### src/rtl/anton_neopixel_frame_sequencer_pkg.sv
// rtl/anton_neopixel_frame_sequencer_pkg.sv - shared state encoding and default widths for the frame sequencer
package anton_neopixel_frame_sequencer_pkg;

   typedef enum logic [1:0] {
      SEQ_IDLE = 2'd0,
      SEQ_INIT = 2'd1,
      SEQ_RUN  = 2'd2,
      SEQ_GAP  = 2'd3
   } seq_state_t;

   localparam int GAP_BITS_DEFAULT   = 16;
   localparam int COUNT_BITS_DEFAULT = 16;

endpackage

### src/rtl/anton_neopixel_frame_sequencer_if.sv
// rtl/anton_neopixel_frame_sequencer_if.sv - control/status link between the frame sequencer and the stream logic
interface anton_neopixel_frame_sequencer_if;

   logic regCtrlInit;
   logic regCtrlRun;
   logic initSlow;
   logic initSlowDone;
   logic streamPixelOf;
   logic streamSyncOf;

   // sequencer side: drives the stream controls, watches its flags
   modport master (
      output regCtrlInit,
      output regCtrlRun,
      output initSlow,
      input  initSlowDone,
      input  streamPixelOf,
      input  streamSyncOf
   );

   // stream logic side
   modport slave (
      input  regCtrlInit,
      input  regCtrlRun,
      input  initSlow,
      output initSlowDone,
      output streamPixelOf,
      output streamSyncOf
   );

endinterface

### src/rtl/anton_neopixel_gap_timer.sv
// rtl/anton_neopixel_gap_timer.sv - loadable down-counter with zero flag for the inter-frame gap
module anton_neopixel_gap_timer
   import anton_neopixel_frame_sequencer_pkg::*;
#(
   parameter int WIDTH = GAP_BITS_DEFAULT
) (
   input  logic             clk6_4mhz,
   input  logic             rstn,
   input  logic             load,
   input  logic [WIDTH-1:0] load_value,
   input  logic             dec,
   output logic [WIDTH-1:0] count,
   output logic             zero
);

   // load wins over decrement; the counter parks at zero
   always_ff @(posedge clk6_4mhz or negedge rstn) begin
      if (!rstn) begin
         count <= '0;
      end else if (load) begin
         count <= load_value;
      end else if (dec && (count != '0)) begin
         count <= count - 1'b1;
      end
   end

   assign zero = (count == '0);

endmodule

### src/rtl/anton_neopixel_frame_sequencer.sv
// rtl/anton_neopixel_frame_sequencer.sv - frame FSM, pending flags and frame counter driving the neopixel stream
module anton_neopixel_frame_sequencer
   import anton_neopixel_frame_sequencer_pkg::*;
#(
   parameter int GAP_BITS   = GAP_BITS_DEFAULT,
   parameter int COUNT_BITS = COUNT_BITS_DEFAULT
) (
   input  logic                  clk6_4mhz,
   input  logic                  rstn,
   input  logic                  cmdStart,
   input  logic                  cmdStop,
   input  logic                  cmdInit,
   input  logic                  cfgLoop,
   input  logic [GAP_BITS-1:0]   cfgGap,
   anton_neopixel_frame_sequencer_if.master stream,
   output logic                  busy,
   output logic                  frameDone,
   output logic [COUNT_BITS-1:0] frameCount,
   output logic                  stopPending
);

   seq_state_t state, state_n;
   logic startPending, start_pending_n;
   logic stop_pending_n;
   logic frame_end;
   logic gap_load, gap_dec, gap_zero;
   logic [GAP_BITS-1:0] gap_cnt;
   logic ctrl_init_q, ctrl_run_q, init_slow_q;
   logic pixel_err;

   anton_neopixel_gap_timer #(.WIDTH(GAP_BITS)) u_gap_timer (
      .clk6_4mhz  (clk6_4mhz),
      .rstn       (rstn),
      .load       (gap_load),
      .load_value (cfgGap - 1'b1),
      .dec        (gap_dec),
      .count      (gap_cnt),
      .zero       (gap_zero)
   );

   // next-state logic; stop beats start beats init, only stop is honoured outside IDLE
   always_comb begin
      state_n         = state;
      start_pending_n = startPending;
      stop_pending_n  = stopPending;
      frame_end       = 1'b0;
      gap_load        = 1'b0;
      gap_dec         = 1'b0;
      case (state)
         SEQ_IDLE: begin
            if (cmdStop) begin
               state_n = SEQ_IDLE;
            end else if (cmdStart) begin
               state_n         = SEQ_INIT;
               start_pending_n = 1'b1;
            end else if (cmdInit) begin
               state_n         = SEQ_INIT;
               start_pending_n = 1'b0;
            end
         end
         SEQ_INIT: begin
            if (cmdStop) begin
               start_pending_n = 1'b0;
            end
            if (stream.initSlowDone) begin
               state_n         = (startPending && !cmdStop) ? SEQ_RUN : SEQ_IDLE;
               start_pending_n = 1'b0;
            end
         end
         SEQ_RUN: begin
            if (cmdStop) begin
               stop_pending_n = 1'b1;
            end
            if (stream.streamSyncOf) begin
               frame_end = 1'b1;
               if (stopPending || cmdStop || !cfgLoop) begin
                  state_n        = SEQ_IDLE;
                  stop_pending_n = 1'b0;
               end else if (cfgGap != '0) begin
                  state_n  = SEQ_GAP;
                  gap_load = 1'b1;
               end
            end
         end
         SEQ_GAP: begin
            if (cmdStop) begin
               state_n = SEQ_IDLE;
            end else if (gap_zero) begin
               state_n = SEQ_RUN;
            end else begin
               gap_dec = 1'b1;
            end
         end
         default: state_n = SEQ_IDLE;
      endcase
   end

   // state, pending flags and registered outputs decoded from the next state
   always_ff @(posedge clk6_4mhz or negedge rstn) begin
      if (!rstn) begin
         state        <= SEQ_IDLE;
         startPending <= 1'b0;
         stopPending  <= 1'b0;
         ctrl_init_q  <= 1'b0;
         ctrl_run_q   <= 1'b0;
         init_slow_q  <= 1'b0;
         busy         <= 1'b0;
      end else begin
         state        <= state_n;
         startPending <= start_pending_n;
         stopPending  <= stop_pending_n;
         ctrl_init_q  <= (state_n == SEQ_INIT);
         ctrl_run_q   <= (state_n == SEQ_RUN);
         init_slow_q  <= (state_n == SEQ_INIT);
         busy         <= (state_n != SEQ_IDLE);
      end
   end

   // frame-done pulse and wrapping completed-frame counter
   always_ff @(posedge clk6_4mhz or negedge rstn) begin
      if (!rstn) begin
         frameDone  <= 1'b0;
         frameCount <= '0;
      end else begin
         frameDone <= frame_end;
         if (frame_end) begin
            frameCount <= frameCount + 1'b1;
         end
      end
   end

   // sticky flag: the stream claims a last pixel while we are not running it
   always_ff @(posedge clk6_4mhz or negedge rstn) begin
      if (!rstn) begin
         pixel_err <= 1'b0;
      end else if (stream.streamPixelOf && (state != SEQ_RUN)) begin
         pixel_err <= 1'b1;
      end
   end

   assert property (@(posedge clk6_4mhz) disable iff (!rstn) !pixel_err);

   assign stream.regCtrlInit = ctrl_init_q;
   assign stream.regCtrlRun  = ctrl_run_q;
   assign stream.initSlow    = init_slow_q;

endmodule

### src/flat_wrapper.sv
// flat-port wrapper written by rule: the top's interface ports become plain ports
module anton_neopixel_frame_sequencer_flat import anton_neopixel_frame_sequencer_pkg::*;
#(
   parameter int GAP_BITS   = GAP_BITS_DEFAULT,
   parameter int COUNT_BITS = COUNT_BITS_DEFAULT
)
  (clk6_4mhz, rstn, cmdStart, cmdStop, cmdInit, cfgLoop, cfgGap, busy, frameDone, frameCount, stopPending, stream_regCtrlInit, stream_regCtrlRun, stream_initSlow, stream_initSlowDone, stream_streamPixelOf, stream_streamSyncOf);
  anton_neopixel_frame_sequencer_if stream_i ();
  input  logic clk6_4mhz;
  input  logic rstn;
  input  logic cmdStart;
  input  logic cmdStop;
  input  logic cmdInit;
  input  logic cfgLoop;
  input  logic [GAP_BITS-1:0] cfgGap;
  output logic busy;
  output logic frameDone;
  output logic [COUNT_BITS-1:0] frameCount;
  output logic stopPending;
  output wire logic [$bits(stream_i.regCtrlInit)-1:0] stream_regCtrlInit;
  output wire logic [$bits(stream_i.regCtrlRun)-1:0] stream_regCtrlRun;
  output wire logic [$bits(stream_i.initSlow)-1:0] stream_initSlow;
  input wire logic [$bits(stream_i.initSlowDone)-1:0] stream_initSlowDone;
  input wire logic [$bits(stream_i.streamPixelOf)-1:0] stream_streamPixelOf;
  input wire logic [$bits(stream_i.streamSyncOf)-1:0] stream_streamSyncOf;
  assign stream_regCtrlInit = stream_i.regCtrlInit;
  assign stream_regCtrlRun = stream_i.regCtrlRun;
  assign stream_initSlow = stream_i.initSlow;
  assign stream_i.initSlowDone = stream_initSlowDone;
  assign stream_i.streamPixelOf = stream_streamPixelOf;
  assign stream_i.streamSyncOf = stream_streamSyncOf;
  anton_neopixel_frame_sequencer #(.GAP_BITS(GAP_BITS), .COUNT_BITS(COUNT_BITS)) u_core (.clk6_4mhz(clk6_4mhz), .rstn(rstn), .cmdStart(cmdStart), .cmdStop(cmdStop), .cmdInit(cmdInit), .cfgLoop(cfgLoop), .cfgGap(cfgGap), .stream(stream_i), .busy(busy), .frameDone(frameDone), .frameCount(frameCount), .stopPending(stopPending));
endmodule
### config.mk
export PLATFORM = sky130hd
export DESIGN_NAME = anton_neopixel_frame_sequencer_flat
export DESIGN_NICKNAME = d
export VERILOG_FILES = /design/src/rtl/anton_neopixel_frame_sequencer_pkg.sv /design/src/rtl/anton_neopixel_frame_sequencer_if.sv /design/src/rtl/anton_neopixel_gap_timer.sv /design/src/rtl/anton_neopixel_frame_sequencer.sv /design/src/flat_wrapper.sv
export SDC_FILE = /design/constraint.sdc
export NUM_CORES = 1
export LEC_CHECK = 0
export BUFFER_PORTS_ARGS = -buffer_cell sky130_fd_sc_hd__buf_2
export CAP_MARGIN = 20
export CORE_ASPECT_RATIO = 1.2
export CORE_MARGIN = 2
export CORE_UTILIZATION = 48
export DETAILED_ROUTE_END_ITERATION = 8
export PLACE_DENSITY_LB_ADDON = 0.15
export SLEW_MARGIN = 20
export SYNTH_ARGS = -nofsm -noshare
export SYNTH_HDL_FRONTEND = slang
export SYNTH_SLANG_ARGS = --single-unit
### constraint.sdc
create_clock -name clk6_4mhz -period 6.27 [get_ports clk6_4mhz]
set_input_delay 0.627 -clock clk6_4mhz [delete_from_list [all_inputs] [get_ports clk6_4mhz]]
set_output_delay 0.627 -clock clk6_4mhz [all_outputs]
set_load 0.01 [all_outputs]
==> impl_metrics.yaml, run 1 <==
die:
  core.rowCount: 27
  io_pins: 47
  die_y_um: 79.87
  die_w_um: 67.22
  initial_core_util_pct: 50.11
  placeableCoreArea_um2: 4594
  die_area_um2: 5369
worst_setup_path:
  cp_max_fo: 8
  regToRegStartpoint: "u_core.stopPending"
  critPathKind: "in2reg"
  rrSetupSlack_ns: 3.06
  reg2regPathDepth: 10
  start_kind: "input port"
  r2r_end: "u_core.u_gap_timer.count[12]"
  endpoint_kind: "register"
  arrival_ns: 3.42
  crit_required_ns: 6.43
pwr:
  power.switching_mw: 0.3214
  power_density_nw_per_um2: 336.0
  finalPower_mw: 0.8947
  seq_power_share_pct: 42.8
  power_frac_comb_pct: 33.9
  power.internal_mw: 0.5733
  p_sw_share_pct: 35.92
  ir_worst_vdd_uv: 207.4
  p_leak_nw: 1.194
  power_frac_clock_pct: 23.2
sta:
  fin_crit_ns: 3.254
  fmax_mhz: 307.3
  slew_headroom_pct: 41.98
  drv_slew: 0
  setup_violations: 0
  rsz0062_at_grt: "no"
  finalCritPeriodShare_pct: 51.90
  worstMarginPinSlew_ns: 0.8703
  hold_violations: 0
  setup_tns_ns: 0
  clock_skew_ns: 0.008601
drt:
  viasPerCell: 5.676
  route.detailed.drc: 0
  drtIter0Drc: 75
  drt-total-wl_um: 4984
  ant_nets: 0
  vias: 1947
  wl_per_cell_um: 14.53
  drt-pass1-iter-count: 4
layout:
  layout-drive-gt1-share_pct: 23.86
  fin_util_pct: 57.95
  n_antenna_cell: 0
  layout.nets: 311
  area_growth_syn_to_layout_pct: 15.65
placement:
  dp_hpwl_um: 3725
  finalWeightedCongestion: 0.7683
  port_buffers: 45
logic_synthesis:
  synth_area_leaders: "dfrtp_1 43%, xnor2_1 6.8%, xor2_1 3.8%"
  synth_ff_type: "dfrtp_1"
  synthesis.nets: 266
  yosys.area.top_type_share_pct: 43.48
  netlist_instances: 239
  syn_avg_cell_area_um2: 9.633
  ys_warn_count: 0
  synthArstFlopShare_pct: 100.0
  synth.most_common_cell: "dfrtp_1"
  mappedNetlistArea_um2: 2302
  synth_edf_count: 0
  synth_common_cells: "40 x dfrtp_1, 23 x nor2_1, 21 x nand2_1, 18 x xnor2_1, 12 x nor3_1"
  yosysTopAreaCell: "dfrtp_1"
  ys_ff_latch: 40
  yosysSeqAreaShare_pct: 43.48
  ys_types: 56
clock_network:
  htree_levels: 2
  cts_resized: 0
  cts.hold.buffers_added: 0
  numCtsBuffers: 5
  clk_pin_slew_ns: 0.07
  clock_path_buffers: 2
  cts_sinks: 40
  cts_root_buf: "clkbuf_8"
  postCtsSetupBuffers: 0
  clock_latency_ns: 0.29
  cts_tree: "built"
global_route:
  overflow: 0
  grt_pass1_vias: 1882
  antenna_found_initial: 0
  grt_max_degree: 41
  grt_pass1_wl_um: 8611
  grt_usage_pct: 20.78
run_status:
  status: "finished, final reports clean"
min_path:
  hold_path_class: "in2async"
flow_run:
  maxCapViolations: 0
## cell usage in the layout (no fill, tap or decap), types with 2 or more instances in the layout
cell type and n:
buf_2 45, dfrtp_1 40, nor2_1 23, nand2_1 21, xnor2_1 18, nor3_1 12, nand3_1 11, xor2_1 10
o311ai_0 7, o211ai_1 7, nor4_1 6, inv_1 6, nand4_1 5, clkbuf_8 5, mux2i_1 4, a21oi_1 4
or2_2 4, o21ai_0 4, a21o_1 3, or4_1 3, and2_1 2, nand2b_1 2, a31oi_1 2, nand4b_1 2
nor2b_1 2, o21a_1 2, or4_2 2, or3_2 2, a211oi_1 2, ha_1 2
## registers in the layout, summed over array words and instances, names as in the netlist
signal	cells
u_core.frameDone	1
u_core.stream.regCtrlInit	1
u_core.stream.regCtrlRun	1
u_core.startPending	1
u_core.frameCount	16
u_core.busy	1
u_core.stopPending	1
u_core.state	2
u_core.u_gap_timer.count	16
## cells by family (layout without fill, tap and decap cells)
family	Yosys count	after routing	synth area share, %
flops	40	40	43.48
simple gates	109	109	25.54
compound gates	43	43	14.57
xor+xnor	28	28	10.65
mux	4	4	1.739
buf+inv	13	59	2.935
fa+ha+maj	2	2	1.087
## power by group through the flow
stage / clock, mW / sequential, mW / combinational, mW
6_report: 0.208 / 0.383 / 0.303
5_1_grt: 0.225 / 0.394 / 0.347
4_1_cts: 0.213 / 0.382 / 0.306
3_5_place_dp: 0 / 0.386 / 0.304
3_3_place_gp: 0 / 0.386 / 0.298
2_1_floorplan: 0 / 0.379 / 0.227
## how the worst max path moves through the flow
stage            start                      endpoint
3_3_place_gp   cmdStop  u_core.u_gap_timer.count[12]
3_5_place_dp   cmdStop  u_core.u_gap_timer.count[12]
5_1_grt        cmdStop  u_core.u_gap_timer.count[12]
6_report       cmdStop  u_core.u_gap_timer.count[12]
4_1_cts        cmdStop  u_core.u_gap_timer.count[12]
2_1_floorplan  cmdStop   u_core.u_gap_timer.count[6]
## cell type report
| type | instances | area, µm² |
|---|---|---|
| fill | 418 | 1932 |
| multi-input combinational | 186 | 1234 |
| sequential | 40 | 1001 |
| timing repair buffer | 45 | 225.2 |
| clock buffer | 6 | 72.57 |
| tap | 58 | 72.57 |
| clock inverter | 2 | 35.03 |
| inverter | 6 | 22.52 |
## stage by stage
| step | hold WS [ns] | std cells | area, µm² | setup slack [ns] |
|---|---|---|---|---|
| after floorplan | 0.3314 | 239 | 2302 | 3.095 |
| after global placement | 0.4554 | 335 | 2555 | 2.735 |
| after detailed placement | 0.4579 | 335 | 2555 | 2.719 |
| after CTS | 0.4734 | 343 | 2663 | 3.021 |
| after global routing | 0.4894 | 343 | 2663 | 2.720 |
| final | 0.4473 | 343 | 2663 | 3.016 |
## worst max-delay path, stage by stage
cell and delay (ns):
buf_2 0.13, or3b_2 0.50, nor2_1 0.22, and2_1 0.39
mux2i_1 0.24, ha_1 0.32, nor2b_1 0.34, nand4b_1 0.19
nor3_1 0.22, xnor2_1 0.14, mux2i_1 0.08
## metal layers
| metal | GRT usage [%] | wire [µm] | vias up |
|---|---|---|---|
| met3 | 4.090 | 210 | 6 |
| met4 | 6.327 | 61 | 0 |
| met5 | 0 | 0 | - |
| li1 | - | - | 964 |
| met1 | 26.37 | 2254 | 930 |
| met2 | 35.15 | 2457 | 47 |
Note: power is estimated with default switching activity, not from simulation.
==> run 2, diff against run 1 <==
==> constraint.sdc (replaced) <==
create_clock -name clk6_4mhz -period 3.2 [get_ports clk6_4mhz]
set_input_delay 0.32 -clock clk6_4mhz [delete_from_list [all_inputs] [get_ports clk6_4mhz]]
set_output_delay 0.32 -clock clk6_4mhz [all_outputs]
set_load 0.01 [all_outputs]
==> run 2 against run 1 <==
  * Die area stayed put
  * Sequential share of layout area is 0.91 points lower
  * Worst setup slack worse by 2.8 ns
  * Sequential power is 96% higher
  * Hold slack worse by 0.32 ns
  * Sequential cell count stayed put
  * Wire length stayed put
  * Total power is 98% higher
==> impl_metrics.yaml, run 2 (synthesized netlist as in run 1, its figures left out) <==
clock_network:
  clk_pin_slew_ns: 0.08
  clock_path_buffers: 2
  cts.hold.buffers_added: 0
  numCtsBuffers: 5
  cts_tree: "built"
  postCtsSetupBuffers: 0
  cts_sinks: 40
  cts_root_buf: "clkbuf_8"
  htree_levels: 2
  clock_latency_ns: 0.29
worst_setup_path:
  startpoint: "u_core.stopPending"
  crit_chain: "or3b_2 -> nor2_1 -> and2_1 -> mux2i_1 -> ha_2 -> nand2_1 -> or4_2 -> a221o_1"
  cp_slowest_cell: "or4_2"
  critPathKind: "reg2reg"
  slowest_delay_ns: 0.54
  regToRegStartpoint: "u_core.stopPending"
  start_kind: "register"
  endpoint_kind: "register"
  arrival_ns: 3.12
  cp_max_fo: 7
  crit_required_ns: 3.37
die:
  placeableCoreArea_um2: 4594
  io_pins: 47
  die_w_um: 67.22
  die_area_um2: 5369
  die_y_um: 79.87
  initial_core_util_pct: 50.11
  core.rowCount: 27
layout:
  top_regs: "u_core.frameCount: 16 flops, u_core.u_gap_timer.count: 16 flops, u_core.state: 2 flops"
  design_area_um2: 2729
  area_growth_syn_to_layout_pct: 18.53
  layout_commonest_cell: "buf_2"
  layout-drive-gt1-share_pct: 26.62
  finalNonFillerCells: 351
  layout.nets: 319
  fillers: 422
  n_antenna_cell: 0
  final_cell_mix: "45 x buf_2, 40 x dfrtp_1, 23 x nor2_1"
sta:
  setup_violations: 0
  clock_skew_ns: 0.01019
  fin_crit_ns: 2.944
  fmax_mhz: 339.6
  slew_headroom_pct: 43.21
  drv_slew: 0
  worstMarginPinSlew_ns: 0.8519
  final.setup.worst_slack_ns: 0.2558
  finalCritPeriodShare_pct: 92.01
  setup_tns_ns: 0
  hold_violations: 0
  rsz0062_at_grt: "no"
placement:
  port_buffers: 45
  dp_hpwl_um: 3905
  finalWeightedCongestion: 0.7637
  pre_cts_slack_ns: 0.1470
  dpl_cell_area_um2: 2615
  post-place-cells: 343
pwr:
  power_frac_clock_pct: 23.0
  power.internal_mw: 1.134
  power.switching_mw: 0.6396
  seq_power_share_pct: 42.3
  p_sw_share_pct: 36.06
  ir_worst_vdd_uv: 348.3
  power_density_nw_per_um2: 650.0
  p_leak_nw: 1.232
  power_frac_comb_pct: 34.7
global_route:
  grt_busiest_layer: "met2"
  overflow: 0
  met3_usage_pct: 4.654
  grt_pass1_vias: 1922
  grt_max_degree: 41
  use_met2_pct: 35.45
  grt_pass1_wl_um: 8625
  grt_usage_pct: 20.76
  antenna_found_initial: 0
  use_met1_pct: 25.43
drt:
  viasPerCell: 5.590
  drtIter0Drc: 65
  route.detailed.drc: 0
  ant_nets: 0
  drt-total-wl_um: 4984
  vias: 1962
  drt-pass1-iter-count: 4
  wl_per_cell_um: 14.20
run_status:
  status: "finished, final reports clean"
flow_run:
  maxCapViolations: 0
min_path:
  hold_path_class: "in2async"
==> run 2: metrics by stage <==
stage	total power, mW	utilization (%)	hold slack (ns)
global placement	1.356	56.92	0.4558
global route	1.922	59.40	0.2019
floorplan	1.189	-	0.02441
detailed placement	1.372	56.92	0.4578
CTS	1.783	59.34	0.1650
finish	1.774	59.40	0.1282
==> run 2: power by group through the flow <==
stage	logic, mW	registers (mW)	clock network, mW
after floorplan	0.445	0.743	0
after global placement	0.601	0.755	0
after detailed placement	0.613	0.759	0
after CTS	0.615	0.751	0.417
after global routing	0.703	0.775	0.443
final	0.615	0.751	0.408
==> run 2: layer usage <==
layer  share of wire, %  routed length (µm)
met1                 43                2168
met2                 51                2529
met3                4.7                 233
met4                1.1                  53
met5                  0                   0
==> run 2: cell type report <==
cell class,instances,area [µm²],area share [%]
timing repair buffer,53,285.3,10.45
sequential,40,1001,36.68
multi-input combinational,186,1236,45.30
inverter,6,22.52,0.8253
tap,58,72.57,2.659
clock buffer,5,68.82,2.522
clock inverter,3,42.54,1.559
==> run 2: worst paths after layout <==
kind | to | slack [ns] | depth (start not counted)
setup / recovery | u_core.u_gap_timer.count[6] | 0.26 | 8
hold reg to reg | u_core.frameCount[15] | 0.47 | 1
min in group clk6_4mhz | u_core.u_gap_timer.count[0] | 0.28 | 2
max in group asynchronous | u_core.u_gap_timer.count[3] | 2.53 | 1
hold / removal | u_core.frameCount[2] | 0.13 | 1
setup reg to reg | u_core.u_gap_timer.count[6] | 0.26 | 8
==> run 2: critical path: cells and delay by family (launching register included) <==
| kind | cells | cell delay [ns] |
|---|---|---|
| flops | 1 | 0.39 |
| compound gates | 1 | 0.31 |
| fa+ha+maj | 1 | 0.28 |
| mux | 1 | 0.23 |
| simple gates | 5 | 1.62 |
==> run 2: what timing repair did <==
item,4_1_cts,5_1_grt
gates resized for setup,0,1
endpoints found under the setup margin,0,1
hold endpoints to repair,0,0
==> run 3, diff against run 2 <==
==> constraint.sdc (replaced) <==
create_clock -name clk6_4mhz -period 3.4 [get_ports clk6_4mhz]
set_input_delay 0.34 -clock clk6_4mhz [delete_from_list [all_inputs] [get_ports clk6_4mhz]]
set_output_delay 0.34 -clock clk6_4mhz [all_outputs]
set_load 0.01 [all_outputs]
==> run 3 against run 2 <==
  * Wire length rose by 2.5%
  * Sequential power fell by 5.7%
  * Clock power rose by 4%
  * Critical path type unchanged
  * Critical endpoint unchanged
  * Largest power group unchanged
==> impl_metrics.yaml, run 3 (synthesized netlist as in run 1, its figures left out) <==
worst_setup_path:
  crit_required_ns: 3.58
  cp_max_fo: 7
  startpoint: "u_core.stopPending"
  arrival_ns: 3.15
  endpoint_kind: "register"
  critPathKind: "reg2reg"
  regToRegStartpoint: "u_core.stopPending"
  start_kind: "register"
layout:
  top_regs: "u_core.frameCount: 16 flops, u_core.u_gap_timer.count: 16 flops, u_core.state: 2 flops"
  fillers: 425
  n_antenna_cell: 0
  layout.nets: 317
  layout-drive-gt1-share_pct: 25.77
  final_cell_mix: "45 x buf_2, 40 x dfrtp_1, 23 x nor2_1"
  layout_commonest_cell: "buf_2"
  area_growth_syn_to_layout_pct: 18.42
drt:
  drtIter0Drc: 54
  viasPerCell: 5.676
  wl_per_cell_um: 14.64
  ant_nets: 0
  route.detailed.drc: 0
  drt-total-wl_um: 5108
  vias: 1981
  drt-pass1-iter-count: 4
sta:
  clock_skew_ns: 0.003963
  hold_violations: 0
  final.setup.worst_slack_ns: 0.4266
  setup_tns_ns: 0
  worstMarginPinSlew_ns: 0.8824
  fmax_mhz: 336.3
  drv_slew: 0
  rsz0062_at_grt: "no"
  fin_crit_ns: 2.973
  setup_violations: 0
  finalCritPeriodShare_pct: 87.45
  slew_headroom_pct: 41.17
clock_network:
  clock_path_buffers: 2
  clk_pin_slew_ns: 0.08
  cts_resized: 0
  htree_levels: 2
  cts.hold.buffers_added: 0
  numCtsBuffers: 5
  clock_latency_ns: 0.29
  cts_root_buf: "clkbuf_8"
  cts_sinks: 40
  cts_tree: "built"
  postCtsSetupBuffers: 0
pwr:
  ir_worst_vdd_uv: 313.9
  p_leak_nw: 1.232
  power_density_nw_per_um2: 624.0
placement:
  port_buffers: 45
  pre_cts_slack_ns: 0.3286
  finalWeightedCongestion: 0.8348
  dp_hpwl_um: 3917
run_status:
  status: "finished, final reports clean"
die:
  die_y_um: 79.87
  initial_core_util_pct: 50.11
  placeableCoreArea_um2: 4594
  io_pins: 47
  core.rowCount: 27
  die_area_um2: 5369
  die_w_um: 67.22
global_route:
  grt_pass1_wl_um: 8907
  overflow: 0
  grt_pass1_vias: 1962
  grt_usage_pct: 21.54
  grt_max_degree: 41
  antenna_found_initial: 0
min_path:
  hold_path_class: "in2async"
flow_run:
  maxCapViolations: 0
## run 3: area by class of cell
| type | instances | area (µm²) | share of cell area, % |
|---|---|---|---|
| multi-input combinational | 186 | 1234 | 45.25 |
| sequential | 40 | 1001 | 36.71 |
| timing repair buffer | 51 | 270.3 | 9.913 |
| clock buffer | 7 | 96.34 | 3.534 |
| tap | 58 | 72.57 | 2.662 |
| clock inverter | 1 | 30.03 | 1.101 |
| inverter | 6 | 22.52 | 0.8261 |
## run 3: worst paths after layout
check,to,slack [ns],depth (start not counted)
max in group asynchronous,u_core.u_gap_timer.count[3],2.68,1
setup / recovery,u_core.u_gap_timer.count[6],0.43,8
setup reg to reg,u_core.u_gap_timer.count[6],0.43,8
hold / removal,u_core.frameCount[3],0.16,1
min in group clk6_4mhz,u_core.u_gap_timer.count[0],0.31,2
hold reg to reg,u_core.frameCount[15],0.47,1
## run 3: metrics by stage
| step | utilization [%] | cell area (µm²) | hold WS [ns] | cells | power (mW) |
|---|---|---|---|---|---|
| final | 59.34 | 2726 | 0.1598 | 349 | 1.701 |
| after floorplan | - | 2302 | 0.04441 | 239 | 1.119 |
| after global routing | 59.34 | 2726 | 0.2401 | 349 | 1.837 |
| after CTS | 59.34 | 2726 | 0.1991 | 349 | 1.716 |
| after detailed placement | 56.59 | 2600 | 0.4579 | 341 | 1.290 |
| after global placement | 56.59 | 2600 | 0.4556 | 341 | 1.278 |
## run 3: power breakdown
part           total [mW]  internal, mW  switching, mW  leakage (nW)
Combinational       0.569         0.253          0.316         0.643
Sequential          0.708         0.593          0.114         0.525
Clock               0.425         0.259          0.166        0.0645
## run 3: worst max-delay path, stage by stage (launching register included)
cell     delay (ns)
dfrtp_1        0.39
or3b_2         0.52
nor2_1         0.22
and2_1         0.23
mux2i_1        0.22
ha_1           0.32
nand2_1        0.13
or4_2          0.55
a221o_1        0.30
## run 3: routing by layer
metal,share of wire [%],wire [µm],up-vias,GRT usage [%]
li1,-,-,976,-
met1,46,2358,944,28.44
met2,48,2436,51,35.45
met3,4.4,225,10,3.808
met4,1.7,88,0,6.735
met5,0,0,-,0
